==> config.mk <==
export PLATFORM = sky130hd
export DESIGN_NAME = decode_stage
export DESIGN_NICKNAME = d
export VERILOG_FILES = /design/src/rtl/decode_stage.sv
export SDC_FILE = /design/constraint.sdc
export NUM_CORES = 2
export LEC_CHECK = 0
export CORE_MARGIN = 2
export CORE_UTILIZATION = 56
export CTS_BUF_LIST = sky130_fd_sc_hd__clkbuf_4 sky130_fd_sc_hd__clkbuf_8
export DETAILED_ROUTE_END_ITERATION = 8
export PLACE_DENSITY_LB_ADDON = 0.3
export SYNTH_ARGS = -nofsm -noshare
export SYNTH_HDL_FRONTEND = slang
export SYNTH_SLANG_ARGS = --single-unit
==> constraint.sdc <==
create_clock -name clk -period 2.6 [get_ports clk]
set_input_delay 0.26 -clock clk [delete_from_list [all_inputs] [get_ports clk]]
set_output_delay 0.26 -clock clk [all_outputs]
set_load 0.02 [all_outputs]
==> src/rtl/decode_stage.sv <==
// Instruction-decode stage of a 5-stage MIPS pipeline.
// Holds the register file, the main control decoder and load-use hazard
// detection, and drives the decode/execute pipeline register.
module decode_stage #(
  parameter int NUM_REGS = 32,
  parameter int DATA_W   = 32
) (
  input  logic              clk,
  input  logic              rst,
  input  logic [31:0]       fd_pc,
  input  logic [31:0]       fd_instr,
  input  logic              flush,
  input  logic              wb_we,
  input  logic [4:0]        wb_rd,
  input  logic [DATA_W-1:0] wb_data,
  output logic              stall,
  output logic [31:0]       de_pc,
  output logic [DATA_W-1:0] de_read1,
  output logic [DATA_W-1:0] de_read2,
  output logic [DATA_W-1:0] de_sign_ext,
  output logic [4:0]        de_rs,
  output logic [4:0]        de_rt,
  output logic [4:0]        de_rd,
  output logic [1:0]        de_wb,
  output logic [2:0]        de_mem,
  output logic [4:0]        de_ex
);

  localparam logic [5:0] OP_RTYPE = 6'b000000;
  localparam logic [5:0] OP_LW    = 6'b100011;
  localparam logic [5:0] OP_SW    = 6'b101011;
  localparam logic [5:0] OP_BEQ   = 6'b000100;
  localparam logic [5:0] OP_ADDI  = 6'b001000;

  logic [DATA_W-1:0] regs [NUM_REGS];

  logic [5:0]               opcode_p0;
  logic [4:0]               rs_p0;
  logic [4:0]               rt_p0;
  logic [4:0]               rd_p0;
  logic signed [DATA_W-1:0] sext_p0;
  logic [DATA_W-1:0]        read1_p0;
  logic [DATA_W-1:0]        read2_p0;
  logic [1:0]               wb_p0;
  logic [2:0]               mem_p0;
  logic [4:0]               ex_p0;
  logic                     uses_rt_p0;
  logic                     hz_p0;
  logic                     bubble_p0;

  // ---- stage p0: decode of the instruction held in the fetch/decode register
  assign opcode_p0 = fd_instr[31:26];
  assign rs_p0     = fd_instr[25:21];
  assign rt_p0     = fd_instr[20:16];
  assign rd_p0     = fd_instr[15:11];
  assign sext_p0   = {{(DATA_W-16){fd_instr[15]}}, fd_instr[15:0]};

  // Main control decoder; uses_rt marks opcodes that actually read rt as a source.
  always_comb begin
    wb_p0      = 2'b00;
    mem_p0     = 3'b000;
    ex_p0      = 5'b00000;
    uses_rt_p0 = 1'b0;
    case (opcode_p0)
      OP_RTYPE: begin wb_p0 = 2'b10; mem_p0 = 3'b000; ex_p0 = 5'b01010; uses_rt_p0 = 1'b1; end
      OP_LW:    begin wb_p0 = 2'b11; mem_p0 = 3'b100; ex_p0 = 5'b10000; end
      OP_SW:    begin wb_p0 = 2'b00; mem_p0 = 3'b010; ex_p0 = 5'b10000; uses_rt_p0 = 1'b1; end
      OP_BEQ:   begin wb_p0 = 2'b00; mem_p0 = 3'b001; ex_p0 = 5'b00001; uses_rt_p0 = 1'b1; end
      OP_ADDI:  begin wb_p0 = 2'b10; mem_p0 = 3'b000; ex_p0 = 5'b10000; end
      default:  begin wb_p0 = 2'b00; end
    endcase
  end

  // Register-file reads with same-cycle writeback bypass; $0 is hardwired to zero.
  always_comb begin
    read1_p0 = regs[rs_p0];
    read2_p0 = regs[rt_p0];
    if (rs_p0 == 5'd0)
      read1_p0 = '0;
    else if (wb_we && (wb_rd == rs_p0))
      read1_p0 = wb_data;
    if (rt_p0 == 5'd0)
      read2_p0 = '0;
    else if (wb_we && (wb_rd == rt_p0))
      read2_p0 = wb_data;
  end

  // Load-use hazard: a load in execute whose destination is a source of this instruction.
  assign hz_p0 = de_mem[2] && (de_rt != 5'd0) &&
                 ((de_rt == rs_p0) || ((de_rt == rt_p0) && uses_rt_p0));
  assign stall     = hz_p0 & ~flush;
  assign bubble_p0 = stall | flush;

  // Register-file write port; writes continue through stall and flush.
  always_ff @(posedge clk) begin
    if (rst) begin
      for (int i = 0; i < NUM_REGS; i++)
        regs[i] <= '0;
    end else if (wb_we && (wb_rd != 5'd0)) begin
      regs[wb_rd] <= wb_data;
    end
  end

  // ---- stage p1: decode/execute pipeline register, control zeroed on a bubble
  always_ff @(posedge clk) begin
    if (rst) begin
      de_pc       <= '0;
      de_read1    <= '0;
      de_read2    <= '0;
      de_sign_ext <= '0;
      de_rs       <= '0;
      de_rt       <= '0;
      de_rd       <= '0;
      de_wb       <= '0;
      de_mem      <= '0;
      de_ex       <= '0;
    end else begin
      de_pc       <= fd_pc;
      de_read1    <= read1_p0;
      de_read2    <= read2_p0;
      de_sign_ext <= sext_p0;
      de_rs       <= rs_p0;
      de_rt       <= rt_p0;
      de_rd       <= rd_p0;
      de_wb       <= bubble_p0 ? 2'b00    : wb_p0;
      de_mem      <= bubble_p0 ? 3'b000   : mem_p0;
      de_ex       <= bubble_p0 ? 5'b00000 : ex_p0;
    end
  end

endmodule

==> metrics.cfg <==
[power]
sw_frac_of_total_pct=25.82
power.total_mw=44.57
power.switching_mw=11.51
peakVddDrop_v=0.0005477
power.share.sequential_pct=49.1
p_int_mw=33.06
power.leakage_nw=25.33
p_comb_share_pct=13.7
p_clk_share_pct=37.2
power.density_mw_per_mm2=631.7

[sta]
slew_violations=0
max_freq_mhz=389.7
finalSetupViolCount=0
timing.final.crit_share_pct=98.69
period_needed_ps=2566
max_slew_margin_pct=35.80
rsz0062_at_grt=true
worst_pin_slew_ps=962.0
hold_viol_final=0
fin_ws_ps=34.01
tns_ps=0
fin_skew_ps=47.36

[route]
post-route-drc-count=0
wl_mm=197.7
via_per_inst=6.704
num_vias=40460
drtIter0Drc=6085
final_antenna_net_count=0
dr.pass1.iters=6
routedWlPerCell_um=32.76

[layout]
final_layout_size_suffix_gt1_share_pct=29.79
layout.nets=4594
final_util_pct=67.98
synthToLayoutAreaGrowth_pct=20.15

[place]
dpl.hpwl_mm=131.3
preCtsSetupSlack_ps=-81.78
io_buffers=257
globalplace.congestion=0.9431

[floorplanning]
core_mm2=0.1038
fp-row-count=118
die_h_um=327.8
die_w_um=327.8
boundaryPins=259
start_util_pct=56.58
fp.dieArea_mm2=0.1075

[yosys]
synth-simple-area-share_pct=13.67
synth_most_common_cell=edfxtp_1
syn-mean-instance-area_um2=14.77
ys.flop_type=edfxtp_1
synth_fa_ha_area_share_pct=0
ys_seq_elements=1153
syn-instance-count=3975
synthTopCellsByCount=edfxtp_1 (1,024), and2_1 (995), mux4_2 (447), clkbuf_1 (294), mux2i_1 (173)
yosys-top-cells-area=edfxtp_1 (52%), mux4_2 (17%), and2_1 (11%)
syn_area_mm2=0.05872
synth_top_area_cell=edfxtp_1
synth_xor_area_share_pct=0.2983
yosysSeqAreaShare_pct=56.76
synth_compound_area_share_pct=5.186
async_reset_ff_share_pct=0
synthDistinctLibCells=53
synth_edf_count=1024
synth_top_area_share_pct=52.36
yosysWarnings=0
synth_top_family_by_area=multiplexers
synth.area.mux_share_pct=20.69

[grt]
grtUsageTotal_pct=36.92
grt_start_max_net_pins=67
antenna_found_initial=11
grt_pass1_vias=40120
grt_pass1_wl_mm=279.5
grt-ovfl-total=0

[critical_path]
r2r_end=de_ex[4]
reg2regPathDepth=7
r2r-start=de_rt[2]
end_kind=primary output
path_max_fanout=4
critPathKind=flip-flop to primary output
start_kind=flip-flop
r2r_slack_ps=390
arrival_ps=2310
required_ps=2340

[clock_tree]
htreeDepth=4
cts_tree=yes
clock_sinks=1153
cts-buffers-inserted=189
cts-root-buf=clkbuf_8
clk_pin_slew_ps=60
clk-insertion-delay-late_ps=890
clk_path_buf_depth=3

[hold_path]
min_to=de_ex[3]
min_from=fd_instr[28]
min_path_type=input port to flip-flop
hold_depth=2

[flow_run]
max_cap_violations=0

[run_status]
status=complete, no violations

## layout make-up
type,count,area (um2)
tap,1380,1727
fill,6901,33240
inverter,1,3.754
antenna,7,17.52
clock buffer,281,3436
multi-input combinational,2413,23720
sequential,1153,33340
timing repair buffer,731,7776
clock inverter,70,531.8
## worst max-delay path: stages (launching register included)
cell and delay, ps:
dfxtp_1 380, or4_1 550, o21ai_2 170, a21oi_2 50
nor2b_1 130, buf_4 150
## registers in the layout, summed over array words and instances (netlist names)
signal / flops
de_rs: 5
regs: 1024
de_read1: 32
de_read2: 32
de_wb: 2
de_rt: 5
de_pc: 32
de_ex: 3
de_sign_ext: 16
de_mem: 2
## layer usage
| layer | wire length [um] | GRT usage [%] |
|---|---|---|
| met5 | 152 | 0.8429 |
| met2 | 86670 | 54.14 |
| met3 | 30950 | 13.17 |
| met4 | 11530 | 19.07 |
| met1 | 68430 | 48.70 |
## repair_timing
item                                   in CTS  in global routing
pin swaps                                   3                  5
setup buffers                               3                  2
endpoints found under the hold margin      77                  0
gates resized for setup                    11                  6
hold buffers                               56                  0
setup endpoints to repair                   8                  1
## power groups by stage
stage	sequential (mW)	combinational (mW)	clock, mW
6_report	21.9	6.09	16.6
3_3_place_gp	22.1	5.79	0
2_1_floorplan	22.1	3.13	0
4_1_cts	21.8	5.96	16.6
5_1_grt	22.0	6.25	17.4
3_5_place_dp	22.2	5.86	0
## worst max path at each step
stage,start,to,slack (ps),depth (start not counted)
detailed placement,wb_rd[2],de_read1[6],-80,8
floorplan,fd_instr[21],stall,310,9
global placement,wb_rd[2],de_read1[5],-50,8
global route,de_rt[2],stall,-50,5
finish,de_rt[2],stall,30,5
CTS,de_rt[1],stall,-80,6
## metrics by stage
stage	instance area, um2	hold WS, ps	instances
final	70550	86.19	6036
after global routing	70540	76.18	6031
after CTS	70500	18.87	6027
after detailed placement	65940	697.1	5617
after global placement	65940	690.0	5617
after floorplan	58840	336.7	4007
## placed cells by master (no fill, tap or decap), types with 31 or more instances in the layout
cell             netlist  layout
nand2_1               59      58
a211oi_1              53      53
clkbuf_4               0      69
edfxtp_1            1024    1024
mux2_2                31      31
dfxtp_1              129     124
mux4_2               447     447
conb_1                 1      33
clkbuf_8               0     213
buf_12                 0     121
clkinv_1               0      32
a21oi_1               43      42
buf_4                 33     302
dlygate4sd3_1          0      56
clkdlybuf4s50_1        0     245
and2_1               995     995
or2_2                 32      32
mux2i_1              173     173
o22ai_1               75      75
a22oi_1               63      63
nor2_1                80      50
nor2b_1               96      94
## cell families (layout without fill, tap and decap cells)
family          after synthesis  in the layout
compound gates              373            373
xor+xnor                     20             20
buf+inv                     441           1083
flops                      1153           1153
mux                         651            651
other cells                   1             40
simple gates               1336           1336
(Power assumes the default switching activity.)
